File: src/rtl/ofdm_clk_en_gen_pkg.sv
// Shared defaults and helpers for the OFDM clock-enable generator.
// The divide-ratio helper maps a zero ratio onto divide-by-one.
package ofdm_clk_pkg;

    localparam int DIV_W_DEF       = 8;
    localparam int LOCK_CYCLES_DEF = 10;
    localparam int EFF_W           = 16;

    function automatic logic [EFF_W-1:0] eff_ratio(input logic [EFF_W-1:0] r);
        return (r == '0) ? EFF_W'(1) : r;
    endfunction

endpackage

File: src/rtl/ofdm_clk_en_gen_if.sv
// Configuration and status bundle for ofdm_clk_en_gen.
// The master drives the ratios, cascade mask and load strobe. The slave returns the enables and the lock.
interface ofdm_clk_en_gen_if
    import ofdm_clk_pkg::*;
#(
    parameter int NUM_CH = 7,
    parameter int DIV_W  = DIV_W_DEF
);
    logic [NUM_CH*DIV_W-1:0] div_ratio;
    logic [NUM_CH-1:0]       cascade;
    logic                    cfg_load;
    logic [NUM_CH-1:0]       outclk_en;
    logic [NUM_CH-1:0]       outclk;
    logic                    locked;

    modport master (
        output div_ratio, cascade, cfg_load,
        input  outclk_en, outclk, locked
    );

    modport slave (
        input  div_ratio, cascade, cfg_load,
        output outclk_en, outclk, locked
    );
endinterface

File: src/rtl/ofdm_clk_en_gen_clk_div_ch.sv
// One divider channel. The ratio register is a shadow copy loaded on restart.
// The counter advances on source ticks, and the tick output is combinational so that cascades add no latency.
module clk_div_ch
    import ofdm_clk_pkg::*;
#(
    parameter int DIV_W = DIV_W_DEF
) (
    input  logic             refclk,
    input  logic             restart,
    input  logic             src,
    input  logic [DIV_W-1:0] ratio_in,
    output logic             tick,
    output logic             outclk,
    output logic             outclk_en,
    output logic             seen
);
    logic [DIV_W-1:0] ratio_q;
    logic [DIV_W-1:0] cnt_q, cnt_d;
    logic [DIV_W-1:0] r_eff;
    logic             outclk_q, outclk_d;
    logic             outclk_en_q, outclk_en_d;
    logic             seen_q, seen_d;

    always_comb begin
        r_eff       = DIV_W'(eff_ratio(EFF_W'(ratio_q)));
        tick        = src && (cnt_q == r_eff - DIV_W'(1));
        cnt_d       = cnt_q;
        if (src) begin
            cnt_d = tick ? '0 : cnt_q + DIV_W'(1);
        end
        outclk_en_d = tick;
        outclk_d    = outclk_q ^ tick;
        seen_d      = seen_q | tick;
    end

    // A restart reloads the ratio and aborts any partial period, so the outputs stay glitch-free.
    always_ff @(posedge refclk) begin
        if (restart) begin
            ratio_q     <= ratio_in;
            cnt_q       <= '0;
            outclk_q    <= 1'b0;
            outclk_en_q <= 1'b0;
            seen_q      <= 1'b0;
        end else begin
            cnt_q       <= cnt_d;
            outclk_q    <= outclk_d;
            outclk_en_q <= outclk_en_d;
            seen_q      <= seen_d;
        end
    end

    assign outclk    = outclk_q;
    assign outclk_en = outclk_en_q;
    assign seen      = seen_q;
endmodule

File: src/rtl/ofdm_clk_en_gen.sv
// Multi-channel clock-enable generator. Each channel divides refclk or the previous channel's tick.
// locked asserts once every channel has ticked and the settle window has elapsed.
module ofdm_clk_en_gen
    import ofdm_clk_pkg::*;
#(
    parameter int NUM_CH      = 7,
    parameter int DIV_W       = DIV_W_DEF,
    parameter int LOCK_CYCLES = LOCK_CYCLES_DEF
) (
    input  logic                refclk,
    input  logic                rst,
    ofdm_clk_en_gen_if.slave    bus
);
    localparam int LW = $clog2(LOCK_CYCLES + 1);

    logic              restart;
    logic [NUM_CH-1:0] seen;
    logic [LW-1:0]     lock_cnt_q, lock_cnt_d;
    logic              locked_q, locked_d;

    assign restart = rst | bus.cfg_load;

    for (genvar gi = 0; gi < NUM_CH; gi++) begin : g_ch
        logic src;
        logic tick;

        if (gi == 0) begin : g_root
            assign src = 1'b1;
        end else begin : g_casc
            logic casc_q;

            always_ff @(posedge refclk) begin
                if (restart) begin
                    casc_q <= bus.cascade[gi];
                end
            end

            // Ticks chain combinationally, so a cascaded channel divides by the product of the ratios along the chain.
            assign src = casc_q ? g_ch[gi-1].tick : 1'b1;
        end

        clk_div_ch #(.DIV_W(DIV_W)) u_ch (
            .refclk    (refclk),
            .restart   (restart),
            .src       (src),
            .ratio_in  (bus.div_ratio[gi*DIV_W +: DIV_W]),
            .tick      (tick),
            .outclk    (bus.outclk[gi]),
            .outclk_en (bus.outclk_en[gi]),
            .seen      (seen[gi])
        );
    end

    always_comb begin
        lock_cnt_d = lock_cnt_q;
        if (lock_cnt_q != LW'(LOCK_CYCLES)) begin
            lock_cnt_d = lock_cnt_q + LW'(1);
        end
        locked_d = locked_q | ((lock_cnt_q == LW'(LOCK_CYCLES)) && (&seen));
    end

    always_ff @(posedge refclk) begin
        if (restart) begin
            lock_cnt_q <= '0;
            locked_q   <= 1'b0;
        end else begin
            lock_cnt_q <= lock_cnt_d;
            locked_q   <= locked_d;
        end
    end

    assign bus.locked = locked_q;
endmodule

File: src/flat_wrapper.sv
// flat-port wrapper written by rule: the top's interface ports become plain ports
module ofdm_clk_en_gen_flat import ofdm_clk_pkg::*;
#(
    parameter int NUM_CH      = 7,
    parameter int DIV_W       = DIV_W_DEF,
    parameter int LOCK_CYCLES = LOCK_CYCLES_DEF
)
  (refclk, rst, bus_div_ratio, bus_cascade, bus_cfg_load, bus_outclk_en, bus_outclk, bus_locked);
  ofdm_clk_en_gen_if #(.NUM_CH(NUM_CH), .DIV_W(DIV_W)) bus_i ();
  input  logic refclk;
  input  logic rst;
  input wire logic [$bits(bus_i.div_ratio)-1:0] bus_div_ratio;
  input wire logic [$bits(bus_i.cascade)-1:0] bus_cascade;
  input wire logic [$bits(bus_i.cfg_load)-1:0] bus_cfg_load;
  output wire logic [$bits(bus_i.outclk_en)-1:0] bus_outclk_en;
  output wire logic [$bits(bus_i.outclk)-1:0] bus_outclk;
  output wire logic [$bits(bus_i.locked)-1:0] bus_locked;
  assign bus_i.div_ratio = bus_div_ratio;
  assign bus_i.cascade = bus_cascade;
  assign bus_i.cfg_load = bus_cfg_load;
  assign bus_outclk_en = bus_i.outclk_en;
  assign bus_outclk = bus_i.outclk;
  assign bus_locked = bus_i.locked;
  ofdm_clk_en_gen #(.NUM_CH(NUM_CH), .DIV_W(DIV_W), .LOCK_CYCLES(LOCK_CYCLES)) u_core (.refclk(refclk), .rst(rst), .bus(bus_i));
endmodule
File: config.mk
export PLATFORM = sky130hd
export DESIGN_NAME = ofdm_clk_en_gen_flat
export DESIGN_NICKNAME = d
export VERILOG_FILES = /design/src/rtl/ofdm_clk_en_gen_pkg.sv /design/src/rtl/ofdm_clk_en_gen_if.sv /design/src/rtl/ofdm_clk_en_gen_clk_div_ch.sv /design/src/rtl/ofdm_clk_en_gen.sv /design/src/flat_wrapper.sv
export SDC_FILE = /design/constraint.sdc
export NUM_CORES = 1
export LEC_CHECK = 0
export BUFFER_PORTS_ARGS = -buffer_cell sky130_fd_sc_hd__buf_4
export CORE_UTILIZATION = 45
export DETAILED_ROUTE_END_ITERATION = 8
export SKIP_CTS_REPAIR_TIMING = 1
export SYNTH_ARGS = -nofsm -noshare
export SYNTH_HDL_FRONTEND = slang
export SYNTH_HIERARCHICAL = 1
export SYNTH_SLANG_ARGS = --single-unit
File: constraint.sdc
create_clock -name refclk -period 9.9 [get_ports refclk]
set_input_delay 0.99 -clock refclk [delete_from_list [all_inputs] [get_ports refclk]]
set_output_delay 0.99 -clock refclk [all_outputs]
set_load 0.01 [all_outputs]
# Word level (Yosys, flattened, before mapping)
# Cells that the tools add are included.
# word_totals
register_bits,144
in_bits,66
out_inout_bits,15
# classes
addsub,15
eq_ne,9
muxes,19
n_bitwise,16
n_reduce_logical,16
# op_table
cell,count
$mux 8,13
$add 8x1->8 const B,7
$eq 8x8->1,7
$logic_not 8->1,7
$sub 8x1->8 const B,7
$or 1x1->1,9
$logic_and 1x1->1,7
$reduce_and 7->1,1
$xor 1x1->1,7
$mux 1,6
$add 4x1->4 const B,1
$eq 4x4->1 const B,1
$ne 4x4->1 const B,1
$reduce_or 2->1,1

# Longest topological paths before layout
# logic_depth
word_depth,17
depth_mapped,45
depth_no_buf,45

# Hierarchy
# The synthesis kept the hierarchy.
# by_module_without_submodules
module,instances,cells_each,area_per_inst_um2,seq_area_each_um2
clk_div_ch,7,91,967.2,460.4
ofdm_clk_en_gen,1,40,470.5,280.3

# Least setup slack after synthesis
# Ideal clock, no wire load.
# synth_path
path_type,register to register
startpoint,register u_core.g_ch[0].u_ch.ratio_q[2]
endpoint,register u_core.g_ch[6].u_ch.outclk_q
setup_ps,112
arrival_time_ps,7334
t_required_ps,9788
path_slack_ps,2454
path_stages_with_launch,46
n_path_buf,0
synth_period_minus_slack_ps,7446
path_cell_list,edfxtp_1 -> nor4_4 -> a31oi_1 -> ha_1 -> nor2b_1 -> or3_1 -> a31oi_2 -> nand4_1 -> or2_1 -> inv_1 -> nand2b_1 -> nand2_1 -> nor3_2 -> nand4_1 -> or2_1 -> inv_1 -> nand2b_1 -> nand2_1 -> (+10 left out) -> nand2b_1 -> nand2_1 -> nor3_2 -> nand4_1 -> or2_1 -> inv_1 -> nand2b_1 -> nand2_1 -> nor3_2 -> nand4_1 -> or2_1 -> inv_1 -> nand2b_1 -> nand2_1 -> nor3_2 -> nand4_2 -> or3_1 -> a21oi_1
# synth_between
elab_chain_len,17
# synth_lines
item,line_no,rtl
"start, declared",ofdm_clk_en_gen_clk_div_ch.sv:17,logic [DIV_W-1:0] ratio_q;
"start signal, assigned",ofdm_clk_en_gen_clk_div_ch.sv:39,ratio_q <= ratio_in;
$logic_not 8->1,ofdm_clk_en_gen_pkg.sv:10,return (r == '0) ? EFF_W'(1) : r;
$mux 8 *,ofdm_clk_en_gen_pkg.sv:10,
$sub 8x1->8 *,ofdm_clk_en_gen_clk_div_ch.sv:26,tick = src && (cnt_q == r_eff - DIV_W'(1));
$eq 8x8->1 *,ofdm_clk_en_gen_clk_div_ch.sv:26,
via u_core.g_ch[0].tick,ofdm_clk_en_gen.sv:25,logic tick;
$mux 1 *,ofdm_clk_en_gen.sv:39,assign src = casc_q ? g_ch[gi-1].tick : 1'b1;
via u_core.g_ch[1].src,ofdm_clk_en_gen.sv:24,logic src;
$logic_and 1x1->1 *,ofdm_clk_en_gen_clk_div_ch.sv:26,
via u_core.g_ch[1].tick,ofdm_clk_en_gen.sv:25,
(+1 left out),--,
via u_core.g_ch[2].src,ofdm_clk_en_gen.sv:24,
(+1 left out),--,
via u_core.g_ch[2].tick,ofdm_clk_en_gen.sv:25,
(+1 left out),--,
via u_core.g_ch[3].src,ofdm_clk_en_gen.sv:24,
(+1 left out),--,
via u_core.g_ch[3].tick,ofdm_clk_en_gen.sv:25,
(+1 left out),--,
via u_core.g_ch[4].src,ofdm_clk_en_gen.sv:24,
(+1 left out),--,
via u_core.g_ch[4].tick,ofdm_clk_en_gen.sv:25,
$mux 1 *,ofdm_clk_en_gen.sv:39,
via u_core.g_ch[5].src,ofdm_clk_en_gen.sv:24,
$logic_and 1x1->1 *,ofdm_clk_en_gen_clk_div_ch.sv:26,
via u_core.g_ch[5].tick,ofdm_clk_en_gen.sv:25,
$mux 1 *,ofdm_clk_en_gen.sv:39,
via u_core.g_ch[6].src,ofdm_clk_en_gen.sv:24,
$logic_and 1x1->1 *,ofdm_clk_en_gen_clk_div_ch.sv:26,
$xor 1x1->1 *,ofdm_clk_en_gen_clk_div_ch.sv:32,outclk_d = outclk_q ^ tick;
"end signal, assigned",ofdm_clk_en_gen_clk_div_ch.sv:46,outclk_q <= outclk_d;
"end, declared",ofdm_clk_en_gen_clk_div_ch.sv:20,"logic outclk_q, outclk_d;"
# The timed path passes the listed nets; every way through them passes the cells marked *.
# A chain may end at the register's enable or synchronous reset.

# Worst setup path after layout
# layout_path
startpoint,register u_core.g_ch[0].u_ch.ratio_q[2]
endpoint,register u_core.g_ch[6].u_ch.cnt_q[0]
# layout_between
elab_chain_len,17
# layout_lines
item,line_no,rtl
$logic_not 8->1,ofdm_clk_en_gen_pkg.sv:10,
$mux 8 *,ofdm_clk_en_gen_pkg.sv:10,
$sub 8x1->8 *,ofdm_clk_en_gen_clk_div_ch.sv:26,
$eq 8x8->1 *,ofdm_clk_en_gen_clk_div_ch.sv:26,
via u_core.g_ch[0].tick,ofdm_clk_en_gen.sv:25,
$mux 1 *,ofdm_clk_en_gen.sv:39,
via u_core.g_ch[1].src,ofdm_clk_en_gen.sv:24,
$logic_and 1x1->1 *,ofdm_clk_en_gen_clk_div_ch.sv:26,
via u_core.g_ch[1].tick,ofdm_clk_en_gen.sv:25,
(+1 left out),--,
via u_core.g_ch[2].src,ofdm_clk_en_gen.sv:24,
(+1 left out),--,
via u_core.g_ch[2].tick,ofdm_clk_en_gen.sv:25,
(+1 left out),--,
via u_core.g_ch[3].src,ofdm_clk_en_gen.sv:24,
(+1 left out),--,
via u_core.g_ch[3].tick,ofdm_clk_en_gen.sv:25,
(+1 left out),--,
via u_core.g_ch[4].src,ofdm_clk_en_gen.sv:24,
(+1 left out),--,
via u_core.g_ch[4].tick,ofdm_clk_en_gen.sv:25,
$mux 1 *,ofdm_clk_en_gen.sv:39,
via u_core.g_ch[5].src,ofdm_clk_en_gen.sv:24,
$logic_and 1x1->1 *,ofdm_clk_en_gen_clk_div_ch.sv:26,
via u_core.g_ch[5].tick,ofdm_clk_en_gen.sv:25,
$mux 1 *,ofdm_clk_en_gen.sv:39,
via u_core.g_ch[6].src,ofdm_clk_en_gen.sv:24,
$logic_and 1x1->1,ofdm_clk_en_gen_clk_div_ch.sv:26,
$mux 8,ofdm_clk_en_gen_clk_div_ch.sv:29,cnt_d = tick ? '0 : cnt_q + DIV_W'(1);
"end signal, assigned",ofdm_clk_en_gen_clk_div_ch.sv:45,cnt_q <= cnt_d;
"end, declared",ofdm_clk_en_gen_clk_div_ch.sv:18,"logic [DIV_W-1:0] cnt_q, cnt_d;"
# Marks and branches as above.

==> impl_metrics.tcl <==
set metrics [dict create \
    holdWs_ps 447 \
    drive_gt1_frac 0.223 \
    core_mm2 0.0154 \
    antenna_found_initial 0 \
    cts_tree "done" \
    p_comb_frac 0.097 \
    tns_ps 0 \
    wl_um 14300 \
    wl_per_cell_um 14.3 \
    cp_slowest_cell "edfxtp_1" \
    grt_overflow 0 \
    dieArea_mm2 0.0166 \
    cap_violations 0 \
    power.density_mw_per_mm2 168 \
    grt_pass1_vias 5073 \
    worst_pin_slew_ps 688 \
    p_int_w 0.00110 \
    die_width_um 129 \
    rows 45 \
    fillCellCount 1373 \
    start_util 0.469 \
    ys_warn_count 6 \
    grt_first_pass_wirelength_um 23900 \
    period_share 0.890 \
    clk_pin_slew_worst_paths_ps 60 \
    required_ps 10180 \
    switching_share 0.249 \
    vias 5299 \
    cts-buffers-inserted 17 \
    cts_max_path_buffers 2 \
    hold_viol 0 \
    ant_nets 0 \
    reg2regPathDepth 45 \
    slew_headroom 0.541 \
    reg2reg_setup_slack_ps 1090 \
    whs_path_depth 2 \
    fin_skew_ps 11.6 \
    hold_path_class "flip-flop to flip-flop" \
    crit_type "flip-flop to flip-flop" \
    fmax_mhz 114 \
    io_pins 81 \
    power_switching_w 0.000365 \
    cts-htree-levels 4 \
    clock_latency_ps 420 \
    antennaDiodeCount 0 \
    maxSlewViolCount 0 \
    die_y_um 129 \
    grt_setup_unrepaired "no" \
    drtIter0Drc 255 \
    min_period_ps 8810 \
    drtPass1Iterations 4 \
    grt_usage 0.184 \
    cts_root_buf "clkbuf_16" \
    viasPerCell 5.27 \
    port_buffers 79 \
    place_congestion 0.827 \
    cp.arrival_ps 9090 \
    outcome "complete, no violations" \
    setup_viol 0 \
    final_nets 863 \
    clkPwrFrac 0.434 \
    slowest_delay_ps 510 \
    ir_drop_mv 0.118 \
    cp-end-kind "flip-flop" \
    path_max_fanout 8 \
    syn2layout_area_growth_pct 20.5 \
    syn_avg_cell_area_um2 10.7 \
    grt_max_degree 59 \
    share_seq_of_total_power 0.469 \
    remaining_drc_errors 0 \
    cts_sinks 144 \
    start_kind "flip-flop" \
    netlist_instances 676 \
    synth_area_mm2 0.00724 \
    dpl.hpwl_um 10400 \
    p_leak_nw 3.39 \
]
[final cells by class]
| type | instances | area, µm² | share of cell area |
|---|---|---|---|
| well taps | 211 | 264 | 0.0303 |
| clock buffers | 18 | 439 | 0.0504 |
| multi-input cells | 516 | 3680 | 0.421 |
| flip-flops and latches | 144 | 3500 | 0.402 |
| repair buffers | 80 | 601 | 0.0689 |
| inverters | 22 | 82.6 | 0.00947 |
| clock inverters | 14 | 156 | 0.0179 |
[worst max-delay path, delay by kind of cell, from the launching register on]
kind                     cells  cell delay [ps]
AO/OA/AOI/OAI                4              800
AND/OR/NAND/NOR             34             6640
buffers and inverters        6              420
flip-flops                   1              510
adder cells (fa/ha/maj)      1              290
[state kept, by name, indices dropped and copies added, names as in the netlist]
signal / count
u_core/bus.locked: 1
u_core/g_ch.g_casc.casc_q: 6
u_core/g_ch.u_ch/cnt_q: 56
u_core/g_ch.u_ch/outclk: 7
u_core/g_ch.u_ch/outclk_en: 7
u_core/g_ch.u_ch/ratio_q: 56
u_core/g_ch.u_ch/seen: 7
u_core/lock_cnt_q: 4
[power groups by stage]
stage                     Sequential (W)  Clock, W  Combinational (W)
after global placement          0.000699         0           0.000138
final                           0.000688  0.000635           0.000142
after CTS                       0.000687  0.000651           0.000144
after detailed placement        0.000700         0           0.000142
after global routing            0.000692  0.000682           0.000158
after floorplan                 0.000691         0           0.000103
[per-layer routing]
metal	global-route usage	up-vias	wire (µm)
li1	-	2680	-
met1	0.229	2513	6560
met2	0.314	95	7070
met3	0.0495	11	587
met4	0.0498	0	125
met5	0	-	0
[path summary, 6_finish.rpt]
check	startpoint	end
hold reg to reg	u_core/bus.locked$_SDFF_PP0_	u_core/bus.locked$_SDFF_PP0_
setup reg to reg	u_core/g_ch[0].u_ch/ratio_q[2]$_DFFE_PP_	u_core/g_ch[6].u_ch/cnt_q[0]$_SDFFE_PP0P_
hold / removal	u_core/bus.locked$_SDFF_PP0_	u_core/bus.locked$_SDFF_PP0_
setup / recovery	u_core/g_ch[0].u_ch/ratio_q[2]$_DFFE_PP_	u_core/g_ch[6].u_ch/cnt_q[0]$_SDFFE_PP0P_
[placed cells by master (no fill, tap or decap), drive strengths merged, types with 4 or more instances in the layout]
master    instances
clkbuf           18
o21ai            14
conb              8
and3             21
ha               16
inv              26
xnor2            29
dfxtp            82
xor2             64
clkinvlp          4
nand4b            7
clkinv            4
a21oi            37
nor3             14
or3              15
o21bai            7
nor2             73
o211ai            7
nor2b            14
edfxtp           62
and3b             7
nand2            29
or2               8
a21boi            7
mux2i             7
nand4            36
a2111oi           7
a31oi            21
nand2b           35
buf              80
o22ai            14
nor4             14
[per-stage QoR]
stage	area (µm²)	power, W	setup slack [ps]	utilization	cells
after floorplan	7260	0.000794	2450	-	683
after global placement	8130	0.000837	1380	0.527	973
after detailed placement	8130	0.000842	1130	0.527	973
after CTS	8720	0.00148	1090	0.565	1005
after global routing	8720	0.00153	322	0.565	1005
final	8720	0.00147	1090	0.565	1005
Note: power is estimated with default switching activity, not from simulation.
